==> src/rtl/inv_mix_iter_if.sv <==
// Handshake bundle for the inverse nibble-mixing layer: input block channel
// and output block channel, each valid/ready with a 16*NCOL-bit payload.
interface inv_mix_iter_if #(
    parameter int unsigned NCOL = 4
);
    localparam int unsigned DW = 16 * NCOL;

    logic          in_valid;
    logic          in_ready;
    logic [DW-1:0] in_data;
    logic          out_valid;
    logic          out_ready;
    logic [DW-1:0] out_data;

    // Producer of input blocks / consumer of output blocks
    modport master (
        output in_valid,
        output in_data,
        output out_ready,
        input  in_ready,
        input  out_valid,
        input  out_data
    );

    // The unmixing block itself
    modport slave (
        input  in_valid,
        input  in_data,
        input  out_ready,
        output in_ready,
        output out_valid,
        output out_data
    );
endinterface

==> src/rtl/inv_mix_iter.sv <==
// Iterative inverse column mix for the decrypt round: captures one block,
// unmixes one 16-bit column per clock, then holds the result until taken.
module inv_mix_iter #(
    parameter int unsigned NCOL = 4
) (
    input  logic              clk,
    input  logic              rst,
    input  logic              clr,
    inv_mix_iter_if.slave     bus
);
    localparam int unsigned DW = 16 * NCOL;
    localparam int unsigned CW = (NCOL > 1) ? $clog2(NCOL) : 1;

    // Reject an empty state at elaboration time
    if (NCOL < 1) begin : g_ncol_check
        $error("inv_mix_iter: NCOL must be at least 1");
    end

    typedef enum logic [1:0] {
        S_IDLE = 2'd0,
        S_BUSY = 2'd1,
        S_DONE = 2'd2
    } state_t;

    state_t        state_q, state_d;
    logic [DW-1:0] st_q, st_d;
    logic [CW-1:0] cnt_q, cnt_d;

    // Inverse of C0=N3^N2, C1=N0, C2=N0^N1, C3=N2 on one 16-bit column
    function automatic logic [15:0] inv_col(input logic [15:0] c);
        logic [3:0] c0, c1, c2, c3;
        c0 = c[3:0];
        c1 = c[7:4];
        c2 = c[11:8];
        c3 = c[15:12];
        return {c0 ^ c3, c3, c2 ^ c1, c1};
    endfunction

    // State, block and column-counter registers
    always_ff @(posedge clk or posedge rst) begin
        if (rst) begin
            state_q <= S_IDLE;
            st_q    <= '0;
            cnt_q   <= '0;
        end else begin
            state_q <= state_d;
            st_q    <= st_d;
            cnt_q   <= cnt_d;
        end
    end

    // Next-state: capture in IDLE, unmix column cnt in BUSY, hold in DONE
    always_comb begin
        state_d = state_q;
        st_d    = st_q;
        cnt_d   = cnt_q;

        if (clr) begin
            state_d = S_IDLE;
            st_d    = '0;
            cnt_d   = '0;
        end else begin
            unique case (state_q)
                S_IDLE: begin
                    if (bus.in_valid) begin
                        st_d    = bus.in_data;
                        cnt_d   = '0;
                        state_d = S_BUSY;
                    end
                end
                S_BUSY: begin
                    for (int unsigned k = 0; k < NCOL; k++) begin
                        if (cnt_q == CW'(k)) begin
                            st_d[16*k +: 16] = inv_col(st_q[16*k +: 16]);
                        end
                    end
                    if (cnt_q == CW'(NCOL - 1)) begin
                        cnt_d   = '0;
                        state_d = S_DONE;
                    end else begin
                        cnt_d   = cnt_q + CW'(1);
                    end
                end
                S_DONE: begin
                    if (bus.out_ready) begin
                        state_d = S_IDLE;
                    end
                end
                default: begin
                    state_d = S_IDLE;
                    st_d    = '0;
                    cnt_d   = '0;
                end
            endcase
        end
    end

    // Handshake flags are pure decodes of the registered state
    assign bus.in_ready  = (state_q == S_IDLE);
    assign bus.out_valid = (state_q == S_DONE);
    assign bus.out_data  = st_q;

endmodule

==> src/flat_wrapper.sv <==
// flat-port wrapper written by rule: the top's interface ports become plain ports
module inv_mix_iter_flat 
#(
    parameter int unsigned NCOL = 4
)
  (clk, rst, clr, bus_in_valid, bus_in_data, bus_out_ready, bus_in_ready, bus_out_valid, bus_out_data);
  inv_mix_iter_if #(.NCOL(NCOL)) bus_i ();
  input  logic clk;
  input  logic rst;
  input  logic clr;
  input wire logic [$bits(bus_i.in_valid)-1:0] bus_in_valid;
  input wire logic [$bits(bus_i.in_data)-1:0] bus_in_data;
  input wire logic [$bits(bus_i.out_ready)-1:0] bus_out_ready;
  output wire logic [$bits(bus_i.in_ready)-1:0] bus_in_ready;
  output wire logic [$bits(bus_i.out_valid)-1:0] bus_out_valid;
  output wire logic [$bits(bus_i.out_data)-1:0] bus_out_data;
  assign bus_i.in_valid = bus_in_valid;
  assign bus_i.in_data = bus_in_data;
  assign bus_i.out_ready = bus_out_ready;
  assign bus_in_ready = bus_i.in_ready;
  assign bus_out_valid = bus_i.out_valid;
  assign bus_out_data = bus_i.out_data;
  inv_mix_iter #(.NCOL(NCOL)) u_core (.clk(clk), .rst(rst), .clr(clr), .bus(bus_i));
endmodule
==> config.mk <==
export PLATFORM = sky130hd
export DESIGN_NAME = inv_mix_iter_flat
export DESIGN_NICKNAME = d
export VERILOG_FILES = /design/src/rtl/inv_mix_iter_if.sv /design/src/rtl/inv_mix_iter.sv /design/src/flat_wrapper.sv
export SDC_FILE = /design/constraint.sdc
export NUM_CORES = 1
export LEC_CHECK = 0
export ABC_CLOCK_PERIOD_IN_PS = 3800
export CORE_MARGIN = 2
export CORE_UTILIZATION = 49
export CTS_CLUSTER_DIAMETER = 40
export DETAILED_ROUTE_END_ITERATION = 10
export GPL_TIMING_DRIVEN = 0
export PLACE_DENSITY = 0.86
export SYNTH_ARGS = -nofsm -noshare
export SYNTH_HDL_FRONTEND = slang
export SYNTH_SLANG_ARGS = --single-unit
export TNS_END_PERCENT = 5
==> constraint.sdc <==
create_clock -name clk -period 3.8 [get_ports clk]
set_input_delay 1.14 -clock clk [delete_from_list [all_inputs] [get_ports clk]]
set_output_delay 1.14 -clock clk [all_outputs]
set_load 0.01 [all_outputs]
==> results of run 1 <==
synth_stat cells:
master,instances
buf_2,10
dfrtp_1,68
nor2_1,25
or2_1,3
mux2_1,16
o32a_1,1
o31ai_1,2
clkbuf_1,18
mux2_2,8
nor2b_1,9
a21oi_1,43
nor3b_1,7
ha_1,4
and2b_1,1
o21ai_1,8
nor4_1,1
inv_1,6
o211ai_1,16
a32oi_1,2
a22o_1,28
nor4b_2,1
nor3_2,1
a21oi_4,3
nand2b_1,5
nand2_1,38
o2bb2ai_1,9
a21o_1,15
buf_1,4
a22oi_1,10
a32o_1,13
inv_2,1
nand3_1,7
nor4bb_1,1
o21ai_0,8
metal layers:
metal  up-vias  global-route usage (%)
li1       1745                       -
met1      1887                    38.5
met2       225                    48.8
met3        25                    8.13
met4         0                    12.8
met5         -                       0
placed cells by master, fill, tap and decap left out, types with 8 or more instances in the layout:
master           Yosys  layout
nor2b_1              9       9
o21ai_1              8       8
dfrtp_1             68      68
a32o_1              13      13
a22oi_1             10      10
o211ai_1            16      16
nand2_1             38      38
o21ai_0              8       8
a21o_1              15      15
o2bb2ai_1            9       9
buf_2               10      10
clkdlybuf4s50_1      0     134
nor2_1              25      25
mux2_1              16      16
a21oi_1             43      43
clkbuf_8             0      10
a22o_1              28      28
mux2_2               8       8
clkbuf_1            18      19
through the flow:
stage | std cells | total power [uW]
floorplan | 392 | 1100
global placement | 628 | 1380
detailed placement | 628 | 1390
CTS | 644 | 2050
global route | 644 | 2130
finish | 644 | 2050
worst paths after layout:
path | startpoint | to | slack (ps)
worst min register to register | u_core.bus.out_data[25] | u_core.bus.out_data[25] | 550
max in group asynchronous | rst | u_core.bus.out_data[41] | 1950
min in group asynchronous | rst | u_core.bus.out_data[22] | 1320
worst min-delay path | u_core.bus.out_data[25] | u_core.bus.out_data[25] | 550
worst max register to register | u_core.cnt_q[0] | u_core.bus.out_data[32] | 1740
worst max-delay path | u_core.state_q[1] | bus_out_valid | 330
registers in the layout, summed over array words and instances, names as in the netlist:
register and count:
u_core.state_q 2, u_core.cnt_q 2, u_core.bus.out_data 64
logic make-up after synthesis:
kind of cell / synth area share, %
adders and majority gates: 1.31
DFF: 44.7
AOI/OAI and AO/OA: 30.2
muxes: 7.10
buffers and inverters: 4.17
and+or+nand+nor: 12.6
worst max-delay path: stages (launching register included):
cell             delay, ps
dfrtp_1                410
buf_2                  270
clkbuf_1               420
nor2b_1                290
clkdlybuf4s50_1        580
where the power goes:
group          switching, uW  leakage, uW  internal, uW  total, uW
logic                    241      0.00131           278        519
registers               79.0     0.000900           789        868
clock network            282     0.000113           384        667
total                    602      0.00233          1450       2050
final cells by class:
cell class	count	area, sq um	share of cell area (%)
clock inverters	5	75.1	1.37
well taps	102	128	2.32
inverters	7	28.8	0.524
flip-flops and latches	68	1700	31.0
repair buffers	134	1340	24.4
multi-input cells	285	1950	35.4
plain buffers	32	133	2.41
clock buffers	11	141	2.57
==> results.cfg, run 1 <==
[floorplanning]
initial_utilization_pct = 49.8
core_area_sq_um = 7650
die-area_sq_um = 8490
fp-row-count = 32
die_height_um = 92.2
die-width_um = 92.2
ios = 135

[min_path]
min_path_cells = 1
hp-class = reg -> reg

[timing]
fin_hold_ws_ps = 554
setup_tns_ps = 0
max_freq_mhz = 288
fin_ws_ps = 327
setup_viol = 0
slew_headroom_pct = 27.9
skew_ps = 9.68
period_share_pct = 91.4
final.min_clock_period_ps = 3470
worst_slew_pin_slew_ps = 1080
report.final.slew_viol_count = 0
rsz0062_at_grt = false
hold_viol_final = 0

[drt]
vias_per_cell = 6.03
firstDrtPassIters = 5
top_layer_used = met4
wl_met2_um = 6040
wl_um = 12600
drc_errors = 0
wl_met1_um = 5150
post_drt_wl_per_cell_um = 19.5
vias = 3882
drt_iter0_drc = 256
wl_met3_um = 1180
drtAntennaViolNets = 0

[synth]
postSynthCellCount = 392
synth_area_sq_um = 3810
synth_area_leaders = dfrtp_1 45%, a22o_1 6.4%, a21oi_1 5.7%
yosys_warnings = 0
synth.distinct_cells = 34
syn_nets = 465
synth_top_area_share_pct = 44.7
synth-seq-cells = 68
seq_area_frac_synth_pct = 44.7
synth_top_cell_by_area = dfrtp_1
syn_area_per_cell_sq_um = 9.72

[cts]
clock-sinks = 68
cts-resized-gates = 0
cts_tree = built
postCtsHoldBufs = 0
htreeDepth = 3
clk_latency_ps = 360
cts_buffers = 9
post_cts_buffers = 0
clockBufferDepth = 2
cts_root_buffer = clkbuf_8
path_clk_slew_ps = 70

[finish]
final_util_pct = 71.9
syn_to_final_growth_pct = 44.3
nFillCells = 575
finalInstanceArea_sq_um = 5500
antennaDiodeCount = 0
fin_nets = 610
drive_above_1_share_pct = 7.38

[setup_path]
startpoint_type = flip-flop
critPathKind = reg -> out
worstPathRequired_ps = 2660
cp.arrival_ps = 2330
worstPathMaxFanout = 10
cp-end-kind = primary output
ff2ff_path_depth = 6

[place]
gp_congestion = 0.857
placed_area_sq_um = 5280
dp_hpwl_um = 8970
port_buffers = 134
post-place-ws_ps = 668

[global_routing]
grt_usage_pct = 30.3
first_global_vias = 3982
antenna_found_initial = 0
overflow = 0
grt_first_pass_wirelength_um = 20100
grt_max_degree = 69

[pwr]
vdd_ir_drop_max_uv = 202
power.density_nw_per_um2 = 374
power.leakage_uw = 0.00233

[run]
maxCapViolCount = 0

[outcome]
run_status = finished, final reports clean
(Power assumes the default switching activity.)
==> run 2, diff against run 1 <==
--- a/config.mk
+++ b/config.mk
@@ -5,13 +5,14 @@
 export SDC_FILE = /design/constraint.sdc
 export NUM_CORES = 1
 export LEC_CHECK = 0
-export ABC_CLOCK_PERIOD_IN_PS = 3800
+export ABC_CLOCK_PERIOD_IN_PS = 3700
 export CORE_MARGIN = 2
-export CORE_UTILIZATION = 49
+export CORE_UTILIZATION = 46
 export CTS_CLUSTER_DIAMETER = 40
 export DETAILED_ROUTE_END_ITERATION = 10
 export GPL_TIMING_DRIVEN = 0
-export PLACE_DENSITY = 0.86
+export PLACE_DENSITY = 0.82
+export SLEW_MARGIN = 10
 export SYNTH_ARGS = -nofsm -noshare
 export SYNTH_HDL_FRONTEND = slang
 export SYNTH_SLANG_ARGS = --single-unit
==> constraint.sdc (replaced) <==
create_clock -name clk -period 3.7 [get_ports clk]
set_input_delay 1.11 -clock clk [delete_from_list [all_inputs] [get_ports clk]]
set_output_delay 1.11 -clock clk [all_outputs]
set_load 0.01 [all_outputs]
==> results.cfg, run 2 (synthesis results as in run 1) <==
[global_routing]
overflow = 0
antenna_found_initial = 0
grt_max_degree = 37
grt_first_pass_wirelength_um = 19300
grt_usage_pct = 27.8
first_global_vias = 3729

[cts]
cts-resized-gates = 0
clk_latency_ps = 350
path_clk_slew_ps = 70
cts_buffers = 9
cts_root_buffer = clkbuf_8
clockBufferDepth = 2
postCtsHoldBufs = 0
htreeDepth = 3
post_cts_buffers = 0
clock-sinks = 68
cts_tree = built

[setup_path]
cp-end-kind = primary output
cp_cell_sequence = buf_2 > clkbuf_1 > nor2b_1 > clkdlybuf4s50_1
worstPathMaxFanout = 10
cp.arrival_ps = 2280
cp_slowest_stage_delay_ps = 590
worstPathRequired_ps = 2590
startpoint_type = flip-flop
crit_path_top_delay_cell = clkdlybuf4s50_1
critPathKind = reg -> out

[place]
port_buffers = 134
gp_congestion = 0.927
placed_area_sq_um = 5300
dp_hpwl_um = 8850
placed_cells = 632

[timing]
max_freq_mhz = 295
rsz0062_at_grt = false
skew_ps = 10.2
worst_slew_pin_slew_ps = 978
setup_viol = 0
period_share_pct = 91.7
hold_viol_final = 0
final.min_clock_period_ps = 3390
slew_headroom_pct = 34.6
report.final.slew_viol_count = 0

[floorplanning]
core_area_sq_um = 8130
fp-row-count = 33
die-area_sq_um = 9020
ios = 135
die-width_um = 95.0
initial_utilization_pct = 46.8
die_height_um = 95.0

[pwr]
power.density_nw_per_um2 = 382
p_total_uw = 2110
seqPwrFrac_pct = 42.2
power.leakage_uw = 0.00233
switching_share_pct = 29.1
p_clk_share_pct = 32.6
combPwrFrac_pct = 25.3
p_sw_uw = 614
vdd_ir_drop_max_uv = 197
p_int_uw = 1500

[drt]
firstDrtPassIters = 6
drt_iter0_drc = 337
post_drt_wl_per_cell_um = 19.0
drc_errors = 0
drtAntennaViolNets = 0
vias_per_cell = 5.96
wl_um = 12300
vias = 3865

[finish]
fin_nets = 611
antennaDiodeCount = 0
syn_to_final_growth_pct = 45.0
largest_reg_flops = 64
drive_above_1_share_pct = 7.37
final_util_pct = 67.9
fin_cells = 648
finalInstanceArea_sq_um = 5520
nFillCells = 649
layout_common_cells = 134 x clkdlybuf4s50_1, 68 x dfrtp_1, 43 x a21oi_1
final_common_cell = clkdlybuf4s50_1

[run]
maxCapViolCount = 0

[min_path]
hp-class = reg -> reg

[outcome]
run_status = finished, final reports clean
## run 2: metal layers
metal	share of wire, %	vias up	routed length (um)	GRT usage [%]
li1	-	1753	-	-
met1	42	1858	5190	38.3
met2	47	234	5810	44.6
met3	9.3	20	1140	5.91
met4	1.2	0	148	7.49
met5	0	-	0	0
## run 2: final timing paths
kind / from / end / slack [ps] / cells after the start
worst max-delay path: u_core.state_q[1] / bus_out_valid / 310 / 4
worst min-delay path: u_core.bus.out_data[21] / u_core.bus.out_data[21] / 530 / 1
worst max register to register: u_core.cnt_q[0] / u_core.bus.out_data[33] / 1660 / 6
worst min register to register: u_core.bus.out_data[21] / u_core.bus.out_data[21] / 530 / 1
max in group asynchronous: rst / u_core.cnt_q[1] / 2030 / 3
min in group asynchronous: rst / u_core.bus.out_data[22] / 1120 / 2
## run 2: power groups by stage
stage,clock network [uW],registers [uW],logic [uW]
after floorplan,0,913,221
after global placement,0,897,516
after detailed placement,0,901,529
after CTS,682,888,532
after global routing,725,899,573
final,687,890,534
## run 2: stage by stage
stage / TNS [ps] / worst slack, ps / hold slack (ps)
3_5_place_dp: 0 / 644 / 521
3_3_place_gp: -22290 / -332 / 514
5_1_grt: 0 / 201 / 558
6_report: 0 / 308 / 534
4_1_cts: 0 / 346 / 531
2_1_floorplan: 0 / 878 / 552
## run 2: final cells by class
type	count	area [sq um]	area share, %
plain buffers	32	133	2.40
repair buffers	135	1360	24.7
clock inverters	4	72.6	1.31
clock buffers	12	145	2.63
inverters	7	28.8	0.521
flip-flops and latches	68	1700	30.8
well taps	105	131	2.38
multi-input cells	285	1950	35.3
## run 2: critical path: cells and delay by family, from the launching register on
family | cells | cell delay [ps]
simple gates | 1 | 250
buf+inv | 3 | 1290
flops | 1 | 400
==> run 3, diff against run 2 <==
--- a/config.mk
+++ b/config.mk
@@ -11,7 +11,7 @@
 export CTS_CLUSTER_DIAMETER = 40
 export DETAILED_ROUTE_END_ITERATION = 10
 export GPL_TIMING_DRIVEN = 0
-export PLACE_DENSITY = 0.82
+export PLACE_DENSITY = 0.87
 export SLEW_MARGIN = 10
 export SYNTH_ARGS = -nofsm -noshare
 export SYNTH_HDL_FRONTEND = slang
==> results.cfg, run 3 (synthesis results as in run 1) <==
[outcome]
run_status = finished, final reports clean

[cts]
cts_tree = built
clk_latency_ps = 350
cts_buffers = 9
htreeDepth = 3
postCtsHoldBufs = 0
path_clk_slew_ps = 70
clock-sinks = 68
clockBufferDepth = 2
cts_root_buffer = clkbuf_8
post_cts_buffers = 0
cts-resized-gates = 0

[drt]
drtAntennaViolNets = 0
drc_errors = 0
firstDrtPassIters = 7
drt_iter0_drc = 317
vias_per_cell = 6.05
vias = 3914
wl_um = 12500
post_drt_wl_per_cell_um = 19.3

[timing]
slew_headroom_pct = 24.8
max_freq_mhz = 296
setup_viol = 0
hold_viol_final = 0
worst_slew_pin_slew_ps = 1130
fin_hold_ws_ps = 543
report.final.slew_viol_count = 0
skew_ps = 7.61
final.min_clock_period_ps = 3380
period_share_pct = 91.4
rsz0062_at_grt = false

[pwr]
power.density_nw_per_um2 = 355
power.leakage_uw = 0.00230
combPwrFrac_pct = 27.6
p_int_uw = 1340
seqPwrFrac_pct = 46.0
vdd_ir_drop_max_uv = 211
p_sw_uw = 601
p_total_uw = 1940
p_clk_share_pct = 26.3
switching_share_pct = 31.0

[finish]
final_common_cell = clkdlybuf4s50_1
drive_above_1_share_pct = 7.01
layout_common_cells = 134 x clkdlybuf4s50_1, 68 x dfrtp_1, 43 x a21oi_1
finalInstanceArea_sq_um = 5450
syn_to_final_growth_pct = 43.2
antennaDiodeCount = 0
largest_reg_flops = 64
fin_nets = 611

[floorplanning]
ios = 135
die-width_um = 95.0
die-area_sq_um = 9020
fp-row-count = 33
die_height_um = 95.0
initial_utilization_pct = 46.8
core_area_sq_um = 8130

[setup_path]
endpoint = bus_out_valid
crit-reg2reg-capture = u_core.bus.out_data[35]
critPathLaunch = u_core.state_q[1]
cp-end-kind = primary output
r2r_slack_ps = 1680
reg2reg_from = u_core.cnt_q[0]
startpoint_type = flip-flop
crit_family = buffers and inverters
worstPathMaxFanout = 10
cp.arrival_ps = 2270
crit_buf_inv = 3
critPathKind = reg -> out
cp_num_cells = 4
worstPathRequired_ps = 2590
crit_path_top_delay_cell = clkdlybuf4s50_1
ff2ff_path_depth = 6
cp_slowest_stage_delay_ps = 600
cp_cell_sequence = buf_2 > clkbuf_1 > nor2b_1 > clkdlybuf4s50_1

[global_routing]
overflow = 0
antenna_found_initial = 0
first_global_vias = 3786
grt_first_pass_wirelength_um = 19400
grt_max_degree = 36
grt_usage_pct = 28.2

[min_path]
hp-class = reg -> reg

[run]
maxCapViolCount = 0

[place]
port_buffers = 134
dp_hpwl_um = 9070
placed_area_sq_um = 5300
gp_congestion = 0.869
run 3: changes by cell type in the layout (fill, tap and decap cells not counted):
| cell | change |
|---|---|
| bufinv_16 | -2 |
| clkinv_2 | +2 |
| clkbuf_1 | +1 |
| clkbuf_8 | -1 |
| clkinvlp_4 | -1 |
run 3: how the worst min path moves through the flow:
stage / startpoint / to / slack, ps / cells after the start
after floorplan: u_core.bus.out_data[12] / u_core.bus.out_data[12] / 550 / 1
after global placement: u_core.bus.out_data[31] / u_core.bus.out_data[31] / 510 / 1
after detailed placement: u_core.bus.out_data[28] / u_core.bus.out_data[28] / 520 / 1
after CTS: u_core.bus.out_data[28] / u_core.bus.out_data[28] / 540 / 1
after global routing: u_core.bus.out_data[31] / u_core.bus.out_data[31] / 560 / 1
final: u_core.bus.out_data[28] / u_core.bus.out_data[28] / 540 / 1
run 3: final cells by class:
cell class,instances,area [sq um]
Timing Repair Buffer,135,1360
Buffer,32,133
Tap cell,105,131
Clock buffer,12,135
Fill cell,650,2680
Clock inverter,3,15.0
Sequential cell,68,1700
Inverter,7,28.8
Multi-Input combinational cell,285,1950
run 3: power groups by stage:
stage	sequential (uW)	clock (uW)	combinational, uW
2_1_floorplan	913	0	221
3_3_place_gp	897	0	516
3_5_place_dp	902	0	532
4_1_cts	888	513	534
5_1_grt	899	551	573
6_report	891	510	535
run 3: per-layer routing:
| layer | vias up | GRT usage [%] | share of wire, % |
|---|---|---|---|
| met5 | - | 0 | 0 |
| met4 | 0 | 11.1 | 2.2 |
| met3 | 30 | 4.15 | 9.5 |
| met2 | 227 | 45.9 | 49 |
| met1 | 1906 | 37.9 | 40 |
| li1 | 1751 | - | - |
run 3: through the flow:
| step | utilization (%) | cells | setup WS (ps) | setup TNS (ps) |
|---|---|---|---|---|
| finish | 67.1 | 647 | 317 | 0 |
| global route | 67.1 | 647 | 168 | 0 |
| CTS | 67.1 | 647 | 314 | 0 |
| detailed placement | 65.2 | 632 | 514 | 0 |
| global placement | 64.9 | 631 | -260 | -17420 |
| floorplan | - | 392 | 878 | 0 |
